$ cat config.mk
export PLATFORM = sky130hd
export DESIGN_NAME = cacheline_adaptor
export DESIGN_NICKNAME = d
export VERILOG_FILES = /design/src/rtl/cacheline_adaptor_pkg.sv /design/src/rtl/cacheline_adaptor.sv
export SDC_FILE = /design/constraint.sdc
export NUM_CORES = 2
export LEC_CHECK = 0
export CAP_MARGIN = 20
export CORE_AREA = 2 2 273 275
export DETAILED_ROUTE_END_ITERATION = 10
export DIE_AREA = 0 0 275 277
export PLACE_DENSITY_LB_ADDON = 0.2
export RECOVER_POWER = 50
export SYNTH_ARGS = -nofsm -noshare
export SYNTH_HDL_FRONTEND = slang
export SYNTH_SLANG_ARGS = --single-unit
export TNS_END_PERCENT = 20
$ cat constraint.sdc
create_clock -name clk -period 67.5 [get_ports clk]
set_clock_uncertainty 0.05 [all_clocks]
set_input_delay 13.5 -clock clk [delete_from_list [all_inputs] [get_ports clk]]
set_output_delay 13.5 -clock clk [all_outputs]
set_load 0.01 [all_outputs]
$ cat src/rtl/cacheline_adaptor_pkg.sv
// Shared types and sizing for the cache-line <-> memory-burst adaptor.
package cacheline_adaptor_pkg;

  typedef enum logic [1:0] {
    IDLE  = 2'd0,
    READ  = 2'd1,
    WRITE = 2'd2,
    DONE  = 2'd3
  } state_e;

  localparam int unsigned DEF_S_LINE  = 256;
  localparam int unsigned DEF_S_BURST = 64;
  localparam int unsigned BEATS       = DEF_S_LINE / DEF_S_BURST;
  localparam int unsigned BEAT_IDX_W  = (BEATS > 1) ? $clog2(BEATS) : 1;

  function automatic int unsigned idx_width(input int unsigned n);
    return (n > 1) ? $clog2(n) : 1;
  endfunction

endpackage

$ cat src/rtl/cacheline_adaptor.sv
// Splits cache line reads/writes into fixed-length memory bursts, one beat per resp_i.
module cacheline_adaptor
  import cacheline_adaptor_pkg::*;
#(
  parameter int unsigned S_LINE  = DEF_S_LINE,
  parameter int unsigned S_BURST = DEF_S_BURST
) (
  input  logic               clk,
  input  logic               rst,
  input  logic [S_LINE-1:0]  line_i,
  output logic [S_LINE-1:0]  line_o,
  input  logic [31:0]        address_i,
  input  logic               read_i,
  input  logic               write_i,
  output logic               resp_o,
  input  logic [S_BURST-1:0] burst_i,
  output logic [S_BURST-1:0] burst_o,
  output logic [31:0]        address_o,
  output logic               read_o,
  output logic               write_o,
  input  logic               resp_i
);

  localparam int unsigned NB = S_LINE / S_BURST;
  localparam int unsigned IW = idx_width(NB);

  state_e              state_q, state_d;
  logic [IW-1:0]       beat_q, beat_d;
  logic [S_LINE-1:0]   buf_q, buf_d;
  logic [S_LINE-1:0]   line_q, line_d;
  logic [31:0]         addr_q, addr_d;
  logic [S_BURST-1:0]  burst_q, burst_d;
  logic                rd_q, rd_d;
  logic                wr_q, wr_d;
  logic                resp_q, resp_d;
  logic                last_beat;

  assign last_beat = (beat_q == IW'(NB - 1));

  always_comb begin
    state_d = state_q;
    beat_d  = beat_q;
    buf_d   = buf_q;
    line_d  = line_q;
    addr_d  = addr_q;

    unique case (state_q)
      IDLE: begin
        if (read_i) begin
          state_d = READ;
          addr_d  = address_i & ~32'h0000_001F;
          beat_d  = '0;
        end else if (write_i) begin
          state_d = WRITE;
          addr_d  = address_i & ~32'h0000_001F;
          buf_d   = line_i;
          beat_d  = '0;
        end
      end
      READ: begin
        if (resp_i) begin
          buf_d[beat_q*S_BURST +: S_BURST] = burst_i;
          if (last_beat) begin
            beat_d  = '0;
            state_d = DONE;
            // Publish the assembled line only on completion so line_o stays stable otherwise.
            line_d  = buf_d;
          end else begin
            beat_d = beat_q + IW'(1);
          end
        end
      end
      WRITE: begin
        if (resp_i) begin
          if (last_beat) begin
            beat_d  = '0;
            state_d = DONE;
          end else begin
            beat_d = beat_q + IW'(1);
          end
        end
      end
      DONE: state_d = IDLE;
      default: state_d = IDLE;
    endcase

    // Outputs are registered from the next state so they line up with state_q.
    rd_d    = (state_d == READ);
    wr_d    = (state_d == WRITE);
    resp_d  = (state_d == DONE);
    burst_d = (state_d == WRITE) ? buf_d[beat_d*S_BURST +: S_BURST] : '0;
  end

  always_ff @(posedge clk or posedge rst) begin
    if (rst) begin
      state_q <= IDLE;
      beat_q  <= '0;
      buf_q   <= '0;
      line_q  <= '0;
      addr_q  <= '0;
      burst_q <= '0;
      rd_q    <= 1'b0;
      wr_q    <= 1'b0;
      resp_q  <= 1'b0;
    end else begin
      state_q <= state_d;
      beat_q  <= beat_d;
      buf_q   <= buf_d;
      line_q  <= line_d;
      addr_q  <= addr_d;
      burst_q <= burst_d;
      rd_q    <= rd_d;
      wr_q    <= wr_d;
      resp_q  <= resp_d;
    end
  end

  assign line_o    = line_q;
  assign address_o = addr_q;
  assign burst_o   = burst_q;
  assign read_o    = rd_q;
  assign write_o   = wr_q;
  assign resp_o    = resp_q;

endmodule
### Word-level counts from Yosys, hierarchy flattened

Cells that the tools add are included.

* register bits: 615
* RAM bits: 0
* memories: 0
* latch bits: 0
* output and inout port bits: 355
* memory bits (read-only): 0

* div/mod/pow operators: 0
* shift-type cells: 3
* magnitude comparators: 0
* reductions and logical operators: 5
* bitwise gates (word level): 0
* equal/unequal tests: 7
* mux-type cells: 18
* add/subtract/negate cells: 2
* multiply operators: 0

Operator list (count)
* $mux W256: 3
* $pmux W256 S2: 1
* $bwmux W256: 1
* $shift A64 B34 Y256 const A: 1
* $shiftx A256 B9 Y64: 1
* $shiftx A64 B34 Y256: 1
* $mux W32: 2
* $mux W64: 1
* $neg A8 Y34: 1
* $mux W2: 8
* $eq A2 B2 Y1 const B: 5
* $pmux W2 S3: 1
* $eq A2 B1 Y1 const B: 2
* $pmux W2 S2: 1
* $reduce_and A3 Y1: 1
* $add A2 B1 Y2 const B: 1
* $logic_not A2 Y1: 1
* $reduce_and A2 Y1: 1
* $reduce_bool A2 Y1: 1
* $reduce_or A2 Y1: 1

### Logic depth before layout (Yosys ltp)

* depth in word-level cells: 7
* depth in mapped cells: 11
* depth with buffers taken out: 8

### Least setup slack after synthesis

Ideal clock, no wire load.

* kind: input -> register
* start point: input port read_i
* end point: register burst_q[10] (netlist: burst_o[10])
* path buffers: 1
* slack: 52.541 ns
* cell stages on the path: 7
* arrival time: 14.771 ns
* path through: nand2b_1 > nand2_1 > o211ai_1 > buf_2 > a221o_1 > mux2i_1 > o22ai_1

* cells in the longest elaborated chain, start to end: 4
* elaborated cells between the ends (all ways): 9
* classes of those cells: eq/ne (1); shift (1); mux (7)

RTL lines
* start, declared: line cacheline_adaptor.sv:13 `input logic read_i,`
* $mux W256: line cacheline_adaptor.sv:49 `if (read_i) begin`
* $pmux W256 S2: line cacheline_adaptor.sv:47 `unique case (state_q)`
* via buf_d[202]: line cacheline_adaptor.sv:29 `logic [S_LINE-1:0] buf_q, buf_d;`
* $shiftx A256 B9 Y64: line cacheline_adaptor.sv:91 `burst_d = (state_d == WRITE) ? buf_d[beat_d*S_BURST +: S_BURST] : '0;`
* $mux W64: line cacheline_adaptor.sv:91
* via burst_d[10]: line cacheline_adaptor.sv:32 `logic [S_BURST-1:0] burst_q, burst_d;`
* end signal, assigned: line cacheline_adaptor.sv:111 `burst_q <= burst_d;`
* end, declared: line cacheline_adaptor.sv:32

The timed path passes the listed nets, and every way through them passes these cells.
A chain may end at the register's enable or synchronous reset.

==> summary.txt <==
Synthesis
  • Synth top area share: 52.24%
  • Synth async-reset ratio: 100.0%
  • Seq/Total Area, Yosys: 52.24%
  • Top-count cell post-synth: dfrtp_1
  • Post-Syn Area: 0.02922 mm^2
  • Post-synth top flop: dfrtp_1
  • Mapped Avg Cell Area: 10.01 um^2
  • Post-synth EDFFs: 0
  • Synth Register Bits: 610
  • Post-synth top cells: 610 x dfrtp_1, 469 x nand2_1, 267 x o21ai_0, 265 x mux2i_1, 265 x nor2b_1
  • Synth warn: 0
  • Cell count after synthesis: 2918
  • Post-synth top area cell: dfrtp_1
  • Synth top area cells: dfrtp_1 52%, mux2i_1 9.1%, nand2_1 6.0%, nor2b_1 5.7%, o21ai_0 4.6%
  • Post-synth cell types: 41

Floorplanning
  • Num ports: 712
  • Core ar.: 0.07357 mm^2
  • Die Ht: 277 um
  • Die Area: 0.07618 mm^2
  • Starting Density: 39.71%
  • Die Wd: 275 um
  • Row count: 100

Critical path
  • CP Launch Type: input pin
  • Critical path class: in2async
  • Required @ worst endpoint: 66.29 ns
  • Crit path max fanout: 138
  • R2r worst-path depth: 9
  • Critical path destination: line_o[163]
  • Beginning of the critical path: rst
  • Flop2flop setup slack: 60.90 ns
  • Critical Path AT: 22.54 ns
  • Reg-to-reg startpoint: beat_q[0]
  • Setup crit end kind: async pin
  • Critical R2R Capture: burst_o[21]

Pwr
  • LEAKAGE: 16.97 nW
  • Net Sw Frac: 41.56%
  • Switch Pwr: 0.7835 mW
  • P per Cell Area: 48.17 mW/mm^2
  • Int Power: 1.102 mW
  • Max VDD drop: 0.03892 mV
  • Clock share of power: 20.7%
  • Seq pwr share: 31.4%
  • Power Total: 1.885 mW
  • Combinational share of power: 47.9%

Finish
  • Nets: 3854
  • Synthesis-to-finish area growth: 33.98%
  • Share of cells above drive strength 1: 5.681%
  • Fillers: 6774
  • Post-layout util: 53.21%

Clock network
  • H-tree lvl count: 3
  • Root Driver: clkbuf_16
  • CTS tree: built
  • Clock sinks: 610
  • Clock-pin slew on the worst setup and hold paths: 0.05 ns
  • Setup bufs post-CTS: 0
  • Worst skew pair latency: 0.62 ns
  • Hold_buf cts: 0
  • Post-cts resize count: 0
  • CTS buffer count: 69
  • CTS Buffer Depth: 3

STA
  • Tmin final: 23.75 ns
  • Max-slew violations: 551
  • Worst-margin pin slew: 7.584 ns
  • Slew margin rel.: -405.6%
  • Setup violators final: 0
  • F_max: 0.04211 GHz
  • RSZ-0062 raised after global routing: false
  • Fin. Hold Viols: 0
  • Setup TNS: 0 ns
  • Tcrit/Tclk final: 35.18%

Route
  • Routed Antenna Nets: 0
  • Remaining DRCs: 0
  • Via Count: 26080
  • Vias/cell: 5.769
  • WL/cell: 27.13 um
  • Routed wire length: 122600 um
  • First drt pass iteration count: 6
  • Drt initial violations: 2179

Global route
  • Number of global-route vias before repair: 26070
  • Largest net degree at the start of global routing: 139
  • First-pass GRT wire length: 178100 um
  • Overflow after GRT: 0
  • GR Util All Layers: 31.62%
  • Initial antenna violation count: 25

Placed design
  • DP HPWL: 76870 um
  • GPL Wtd Cong: 0.8694
  • PortBufs: 701

Run status
  • Failing checks: max-capacitance violations, max-slew violations
  • Outcome: finished with violations

Flow run
  • Max_cap viols: 8

Worst hold path
  • Min-delay worst type: reg2reg
## worst min-delay path by stage
| stage | cells past startpoint | startpoint | endpoint | slack, ns |
|---|---|---|---|---|
| floorplan | 2 | buf_q[0] | buf_q[0] | 0.44 |
| global placement | 2 | line_o[32] | line_o[32] | 0.41 |
| detailed placement | 2 | line_o[47] | line_o[47] | 0.42 |
| CTS | 2 | line_o[222] | line_o[222] | 0.43 |
| global route | 2 | line_o[222] | line_o[222] | 0.44 |
| finish | 2 | line_o[22] | line_o[22] | 0.42 |
## routing by layer
layer | routed length [um] | share of wire (%) | vias to the layer above | track usage, %
li1 | - | - | 11610 | -
met1 | 49750 | 41 | 13040 | 40.91
met2 | 58600 | 48 | 1164 | 51.17
met3 | 9985 | 8.1 | 249 | 7.700
met4 | 4192 | 3.4 | 20 | 11.78
met5 | 121 | 0.099 | - | 0
## layout make-up
type / count / area (um^2) / area share (%)
antenna: 14 / 35.03 / 0.08950
clock buffer: 98 / 2028 / 5.181
sequential: 610 / 15260 / 39.00
inverter: 7 / 32.53 / 0.08310
clock inverter: 23 / 291.5 / 0.7447
timing repair buffer: 750 / 7455 / 19.04
multi-input combinational: 2050 / 12830 / 32.77
tap: 969 / 1212 / 3.097
## state kept, by name, summed over array words and instances (netlist names)
name,cells
address_o,27
beat_q,2
burst_o,64
state_q,2
buf_q,256
read_o,1
write_o,1
resp_o,1
line_o,256
## worst max-delay path, stage by stage
cell	delay [ns]
dlygate4sd3_1	0.54
clkinvlp_2	2.74
clkbuf_1	5.43
## logic make-up after synthesis
kind of cell,count (synthesis),synth area share [%]
buf+inv,262,4.257
flops,610,52.24
compound gates,868,19.18
simple gates,876,13.81
fa+ha+maj,9,0.3854
other cells,1,0.01283
mux,292,10.12
## power by group through the flow
stage	combinational, mW	clock, mW	sequential, mW
finish	0.903	0.391	0.592
CTS	0.911	0.397	0.593
floorplan	0.494	0	0.612
global route	0.966	0.412	0.609
global placement	0.898	0	0.595
detailed placement	0.908	0	0.598
## stage by stage
step                hold slack (ns)  cell area, um^2  setup WS [ns]  std cells
floorplan                    0.4396            29230          36.87       2922
global placement             0.4107            36730          49.88       4381
detailed placement           0.4185            36730          49.82       4381
CTS                          0.4313            39050          50.48       4502
global route                 0.4396            39140          41.81       4520
finish                       0.4199            39150          43.75       4521
## cells in the final DEF, fill, tap and decap left out, types with 14 or more instances in the layout
cell type,Yosys,layout
dfrtp_1,610,610
nand2_1,469,466
clkdlybuf4s50_1,0,359
dlygate4sd3_1,0,342
o21ai_0,267,268
nor2b_1,265,265
mux2i_1,265,265
a21oi_1,254,254
o221ai_1,127,127
a221o_1,119,119
nor2_1,115,115
clkbuf_16,0,71
o22ai_1,64,64
buf_4,14,38
mux2_2,27,27
clkbuf_1,154,18
a31oi_1,15,15
clkbuf_8,0,15
diode_2,0,14
Note: power is estimated with default switching activity, not from simulation.
